--- src/rtl/output_bank_stream_scheduler.sv ---
`default_nettype none
// ============================================================================
// Module      : output_bank_stream_scheduler
// Description : Arbitrates the shared output feature-vector SRAM banks among
//               edge-PE read requesters and write-stream requesters. Each bank
//               runs a small FSM (IDLE / OWN_WR / OWN_RD) with its own
//               round-robin pointer and watchdog. The owner's command or beats
//               are forwarded to the bank through a registered output stage.
// Ports       :
//   clk, reset            clock, synchronous active-high reset
//   req_valid/rd_wr/node  per-requester bank request (node id picks the bank)
//   beat_valid/data/eos   per-requester write beats
//   bank_rd_done          per-bank read completion
//   grant                 one-cycle grant pulse per requester
//   bank_*                per-bank command/beat outputs, owner tag, busy flag
//   timeout_err           per-bank pulse on watchdog forced release
// Revision    : 1.0 - initial release
// ============================================================================
module output_bank_stream_scheduler #(
  parameter int NUM_REQS  = 8,
  parameter int NUM_BANKS = 4,
  parameter int NODE_W    = 10,
  parameter int DATA_W    = 16,
  parameter int TIMEOUT   = 64
) (
  input  logic                            clk,
  input  logic                            reset,
  input  logic [NUM_REQS-1:0]             req_valid,
  input  logic [NUM_REQS-1:0]             req_rd_wr,
  input  logic [NUM_REQS*NODE_W-1:0]      req_node_id,
  input  logic [NUM_REQS-1:0]             beat_valid,
  input  logic [NUM_REQS*DATA_W-1:0]      beat_data,
  input  logic [NUM_REQS-1:0]             beat_eos,
  input  logic [NUM_BANKS-1:0]            bank_rd_done,
  output logic [NUM_REQS-1:0]             grant,
  output logic [NUM_BANKS-1:0]            bank_valid,
  output logic [NUM_BANKS-1:0]            bank_rd_wr,
  output logic [NUM_BANKS*NODE_W-1:0]     bank_node_id,
  output logic [NUM_BANKS*DATA_W-1:0]     bank_data,
  output logic [NUM_BANKS-1:0]            bank_sos,
  output logic [NUM_BANKS-1:0]            bank_eos,
  output logic [NUM_BANKS*((NUM_REQS > 1) ? $clog2(NUM_REQS) : 1)-1:0] bank_owner,
  output logic [NUM_BANKS-1:0]            bank_busy,
  output logic [NUM_BANKS-1:0]            timeout_err
);

  localparam int c_OWN_W = (NUM_REQS > 1) ? $clog2(NUM_REQS) : 1;
  localparam int c_IDX_W = c_OWN_W + 1;
  localparam int c_WD_W  = $clog2(TIMEOUT + 1);
  localparam logic [NODE_W-1:0] c_BANK_MASK = NODE_W'(NUM_BANKS - 1);

  localparam logic [1:0] c_IDLE   = 2'd0;
  localparam logic [1:0] c_OWN_WR = 2'd1;
  localparam logic [1:0] c_OWN_RD = 2'd2;

  // A requester that already owns some bank may not win another one.
  logic [NUM_REQS-1:0]           w_is_owner;
  logic [NUM_BANKS*NUM_REQS-1:0] w_win_flat;
  logic [NUM_REQS-1:0]           w_grant_nxt;
  logic [NUM_REQS-1:0]           r_grant;

  always_comb begin
    w_is_owner = '0;
    for (int b = 0; b < NUM_BANKS; b++) begin
      if (bank_busy[b]) begin
        w_is_owner[bank_owner[b*c_OWN_W +: c_OWN_W]] = 1'b1;
      end
    end
  end

  // Each requester targets exactly one bank, so per-bank winners never collide.
  always_comb begin
    w_grant_nxt = '0;
    for (int b = 0; b < NUM_BANKS; b++) begin
      w_grant_nxt = w_grant_nxt | w_win_flat[b*NUM_REQS +: NUM_REQS];
    end
  end

  always_ff @(posedge clk) begin
    if (reset) begin
      r_grant <= '0;
    end else begin
      r_grant <= w_grant_nxt;
    end
  end

  assign grant = r_grant;

  for (genvar b = 0; b < NUM_BANKS; b++) begin : g_bank
    logic [1:0]          r_state;
    logic [c_OWN_W-1:0]  r_owner;
    logic [c_OWN_W-1:0]  r_ptr;
    logic [NODE_W-1:0]   r_node;
    logic [c_WD_W-1:0]   r_wdog;
    logic                r_sos_pend;
    logic                r_fresh;
    logic                r_valid;
    logic                r_rd_wr;
    logic [DATA_W-1:0]   r_data;
    logic                r_sos;
    logic                r_eos;
    logic                r_tout;

    logic [NUM_REQS-1:0] w_elig;
    logic [NUM_REQS-1:0] w_win_oh;
    logic                w_found;
    logic [c_OWN_W-1:0]  w_win;
    logic                w_beat;
    logic                w_beat_eos;
    logic [DATA_W-1:0]   w_beat_data;
    logic                w_wd_hit;

    always_comb begin
      w_elig = '0;
      for (int r = 0; r < NUM_REQS; r++) begin
        w_elig[r] = req_valid[r] && !w_is_owner[r] &&
                    ((req_node_id[r*NODE_W +: NODE_W] & c_BANK_MASK) == NODE_W'(b));
      end
    end

    // Round-robin search starting at the pointer, wrapping modulo NUM_REQS.
    always_comb begin
      logic [c_IDX_W-1:0] idx;
      idx     = '0;
      w_found = 1'b0;
      w_win   = '0;
      for (int k = 0; k < NUM_REQS; k++) begin
        idx = {1'b0, r_ptr} + c_IDX_W'(k);
        if (idx >= c_IDX_W'(NUM_REQS)) begin
          idx = idx - c_IDX_W'(NUM_REQS);
        end
        if (!w_found && w_elig[idx[c_OWN_W-1:0]]) begin
          w_found = 1'b1;
          w_win   = idx[c_OWN_W-1:0];
        end
      end
    end

    always_comb begin
      w_win_oh = '0;
      if ((r_state == c_IDLE) && w_found) begin
        w_win_oh[w_win] = 1'b1;
      end
    end

    assign w_win_flat[b*NUM_REQS +: NUM_REQS] = w_win_oh;

    // Beats in the grant cycle itself are not part of the stream: the
    // requester only learns of ownership from the grant pulse.
    assign w_beat      = (r_state == c_OWN_WR) && !r_fresh && beat_valid[r_owner];
    assign w_beat_eos  = beat_eos[r_owner];
    assign w_beat_data = beat_data[int'(r_owner)*DATA_W +: DATA_W];
    assign w_wd_hit    = (r_wdog == c_WD_W'(TIMEOUT));

    always_ff @(posedge clk) begin
      if (reset) begin
        r_state    <= c_IDLE;
        r_owner    <= '0;
        r_ptr      <= '0;
        r_node     <= '0;
        r_wdog     <= '0;
        r_sos_pend <= 1'b0;
        r_fresh    <= 1'b0;
        r_valid    <= 1'b0;
        r_rd_wr    <= 1'b0;
        r_data     <= '0;
        r_sos      <= 1'b0;
        r_eos      <= 1'b0;
        r_tout     <= 1'b0;
      end else begin
        r_valid <= 1'b0;
        r_rd_wr <= 1'b0;
        r_data  <= '0;
        r_sos   <= 1'b0;
        r_eos   <= 1'b0;
        r_tout  <= 1'b0;
        r_fresh <= 1'b0;
        case (r_state)
          c_IDLE: begin
            if (w_found) begin
              r_state    <= req_rd_wr[w_win] ? c_OWN_WR : c_OWN_RD;
              r_owner    <= w_win;
              r_node     <= req_node_id[int'(w_win)*NODE_W +: NODE_W];
              r_ptr      <= (w_win == c_OWN_W'(NUM_REQS - 1)) ? '0 : w_win + 1'b1;
              r_wdog     <= '0;
              r_sos_pend <= req_rd_wr[w_win];
              r_fresh    <= 1'b1;
              // A read is a single command issued together with the grant.
              r_valid    <= !req_rd_wr[w_win];
            end
          end
          c_OWN_WR: begin
            if (w_beat) begin
              r_valid    <= 1'b1;
              r_rd_wr    <= 1'b1;
              r_data     <= w_beat_data;
              r_sos      <= r_sos_pend;
              r_sos_pend <= 1'b0;
              r_wdog     <= '0;
              if (w_beat_eos) begin
                r_eos   <= 1'b1;
                r_state <= c_IDLE;
                r_owner <= '0;
                r_node  <= '0;
              end
            end else if (w_wd_hit) begin
              // Forced release: no eos is emitted for an abandoned stream.
              r_tout     <= 1'b1;
              r_state    <= c_IDLE;
              r_owner    <= '0;
              r_node     <= '0;
              r_wdog     <= '0;
              r_sos_pend <= 1'b0;
            end else begin
              r_wdog <= r_wdog + 1'b1;
            end
          end
          c_OWN_RD: begin
            if (bank_rd_done[b]) begin
              r_state <= c_IDLE;
              r_owner <= '0;
              r_node  <= '0;
              r_wdog  <= '0;
            end else if (w_wd_hit) begin
              r_tout  <= 1'b1;
              r_state <= c_IDLE;
              r_owner <= '0;
              r_node  <= '0;
              r_wdog  <= '0;
            end else begin
              r_wdog <= r_wdog + 1'b1;
            end
          end
          default: begin
            r_state <= c_IDLE;
            r_owner <= '0;
            r_node  <= '0;
            r_wdog  <= '0;
          end
        endcase
      end
    end

    assign bank_valid[b]                       = r_valid;
    assign bank_rd_wr[b]                       = r_rd_wr;
    assign bank_data[b*DATA_W +: DATA_W]       = r_data;
    assign bank_sos[b]                         = r_sos;
    assign bank_eos[b]                         = r_eos;
    assign bank_node_id[b*NODE_W +: NODE_W]    = r_node;
    assign bank_owner[b*c_OWN_W +: c_OWN_W]    = r_owner;
    assign bank_busy[b]                        = (r_state != c_IDLE);
    assign timeout_err[b]                      = r_tout;
  end

endmodule
`default_nettype wire
--- config.mk ---
export PLATFORM = sky130hd
export DESIGN_NAME = output_bank_stream_scheduler
export DESIGN_NICKNAME = d
export VERILOG_FILES = /design/src/rtl/output_bank_stream_scheduler.sv
export SDC_FILE = /design/constraint.sdc
export NUM_CORES = 1
export LEC_CHECK = 0
export ABC_AREA = 1
export CELL_PAD_IN_SITES_DETAIL_PLACEMENT = 1
export CELL_PAD_IN_SITES_GLOBAL_PLACEMENT = 2
export CORE_AREA = 2 2 291 293
export DETAILED_ROUTE_END_ITERATION = 10
export DIE_AREA = 0 0 293 295
export PLACE_DENSITY_LB_ADDON = 0.2
export SETUP_SLACK_MARGIN = 0.2
export SLEW_MARGIN = 20
export SYNTH_ARGS = -nofsm -noshare
export SYNTH_HDL_FRONTEND = slang
export SYNTH_SLANG_ARGS = --single-unit
export TNS_END_PERCENT = 50
--- constraint.sdc ---
create_clock -name clk -period 5.03 [get_ports clk]
set_input_delay 1.006 -clock clk [delete_from_list [all_inputs] [get_ports clk]]
set_output_delay 1.006 -clock clk [all_outputs]
set_load 0.005 [all_outputs]
==> flow_summary.yaml <==
timing:
  finalSetupTns_ns: 0
  relSlewSlack_pct: 25.7
  setup_violations: 0
  slew_viol_final: 0
  skew_ns: 0.0247
  min_period_ns: 4.37
  fmax_mhz: 229
  tightest_slew_ns: 1.11
  rsz0062_at_grt: "no"
  finalCritPeriodShare_pct: 86.8
  hold_viol: 0
  fin_hold_ws_ns: 0.432
  worst_slack_ns: 0.663
floorplan:
  core_area_um2: 83200
  initial_core_util_pct: 23.8
  io_pins: 394
  dieArea_um2: 86400
  die_w_um: 293
  rows: 106
  die_h_um: 295
clock_network:
  cts_inserted_buffers: 17
  clk_latency_ns: 0.52
  ctsHoldBuffers: 0
  cts_root_buf: "clkbuf_16"
  max-clock-path-buffers: 2
  cts_tree: "built"
  htree_num_levels: 4
  path_clk_slew_ns: 0.09
  clock_sinks: 200
synthesis:
  synth_top_cell_area_share_pct: 21.0
  synth_commonest_cells: "nand2_1, inv_1, o211ai_1"
  ys_top_cells_by_area: "nand2_1, dfxtp_1, o211ai_1, inv_1, nand3_1"
  seq_area_frac_synth_pct: 20.2
  ys_ff_latch: 200
  postSynthAreaPerCell_um2: 5.91
  synth_cell_types: 49
  syn_inst: 3351
  yosys.area.top_type: "nand2_1"
  synth.most_common_cell: "nand2_1"
  synthArstFlopShare_pct: 0
  netlist_area_um2: 19800
  synthFlopType: "dfxtp_1"
  postSynthNetCount: 3634
  synth_edf_count: 0
  yosysWarnings: 0
route:
  routed_via_density: 5.01
  drc: 0
  wl_met1_mm: 50.0
  drtIter0Drc: 1468
  drtAntennaViolNets: 0
  met3RoutedLength_mm: 4.39
  vias: 24079
  wire_per_inst_um: 23.0
  first_pass_iters: 5
  top_layer: "met5"
  wl_met2_mm: 52.8
  wirelength_mm: 111
global_route:
  grt_use_total_pct: 25.2
  antenna_found_initial: 12
  grt_pass1_wl_mm: 163
  grt_pass1_vias: 24669
  grt.overflow.total: 0
  grt_start_max_net_pins: 123
worst_setup_path:
  required_ns: 5.41
  worstSetupStartpointType: "register"
  cp_max_fo: 8
  path_class: "register to register"
  critPathArrivalTime_ns: 4.75
  cp-end-kind: "register"
  rr_worst_depth: 25
  reg2reg_setup_slack_ns: 0.66
placed_design:
  finalWeightedCongestion: 0.879
  dp_slack_ns: 0.215
  portBuffers: 393
  dp_hpwl_mm: 86.4
finish:
  drive_gt1_share_pct: 9.67
  area_growth_pct: 30.8
  finalNetCount: 3984
  finish.utilization_pct: 31.2
min_path:
  hold_path_depth: 2
  hp-class: "register to register"
outcome:
  outcome: "completed"
flow_run:
  cap_violations: 0
[placed cells by master, fill, tap and decap left out, types with 12 or more instances in the layout]
cell,instances
ha_1,37
o21ai_0,106
a21oi_1,142
nand4_1,38
inv_1,357
nor2_1,218
nor2_4,15
buf_4,128
nor3_1,21
nand3_1,234
inv_2,42
o21ai_1,70
o211ai_1,261
clkbuf_16,17
xor2_1,14
dfxtp_1,196
nand3_2,40
nor2_2,29
a41oi_1,67
nand2_2,26
nand3b_1,12
clkdlybuf4s50_1,392
nand2_1,1110
[timing repair]
action	4_1_cts	5_1_grt
setup buffers	0	0
setup endpoints to repair	0	4
resized for setup	0	3
[per-stage QoR]
stage,cells,cell area (µm²)
after floorplan,3351,19800
after detailed placement,4762,25200
after CTS,4794,25900
after global placement,4762,25200
after global routing,4803,25900
final,4803,25900
[final timing paths]
path	endpoint	startpoint
max reg2reg	g_bank[2].r_node[9]	g_bank[0].r_state[1]
min reg2reg	g_bank[1].r_sos	g_bank[1].r_sos_pend
min	g_bank[1].r_sos	g_bank[1].r_sos_pend
max	g_bank[2].r_node[9]	g_bank[0].r_state[1]
[kinds of logic after synthesis]
family | after synthesis | share of synthesized area [%]
and+or+nand+nor | 1774 | 40.1
AOI/OAI and AO/OA | 709 | 23.4
buffers and inverters | 610 | 13.1
DFF | 200 | 20.2
adders and majority gates | 37 | 2.34
xor gates and xnor gates | 21 | 0.928
[cell type report]
class	instances	area (µm²)
sequential	200	4020
inverter	409	1540
antenna	9	22.5
clock inverter	15	215
tap	1080	1350
multi-input combinational	2541	13200
fill	10656	57200
clock buffer	17	425
timing repair buffer	532	5120
[critical path, stage by stage, from the launching register on]
cell	delay, ns
dfxtp_1	0.36
inv_1	0.15
ha_1	0.39
nor2_2	0.10
nand2_1	0.19
nand3_1	0.12
nor2_2	0.38
buf_4	0.20
nand3_1	0.09
nand3_1	0.14
nand3_2	0.11
nand2_2	0.12
nand3_1	0.09
nand2_1	0.08
nand2_1	0.05
nor2_1	0.10
nand3_1	0.17
o21ai_2	0.39
nand2_1	0.09
buf_4	0.17
a21oi_1	0.19
nor2_1	0.08
nand2_1	0.26
nand2_1	0.09
nand2_1	0.08
a21oi_1	0.05
[metal layers]
| metal | track usage [%] | vias to the layer above |
|---|---|---|
| met5 | 0 | - |
| met4 | 8.91 | 6 |
| met3 | 3.23 | 140 |
| met2 | 43.4 | 609 |
| met1 | 32.3 | 11521 |
| li1 | - | 11803 |
[registers in the layout, indices dropped and copies added, names as in the netlist]
name	cells
g_bank.r_tout	4
g_bank.r_sos	4
g_bank.r_data	64
g_bank.r_state	8
g_bank.r_fresh	4
grant	8
g_bank.r_rd_wr	4
g_bank.r_node	40
g_bank.r_ptr	12
g_bank.r_valid	4
g_bank.r_wdog	28
g_bank.r_eos	4
g_bank.r_owner	12
g_bank.r_sos_pend	4
Power is not shown: default switching activity piles up to over one toggle a cycle in this logic, so the estimate is an artifact.
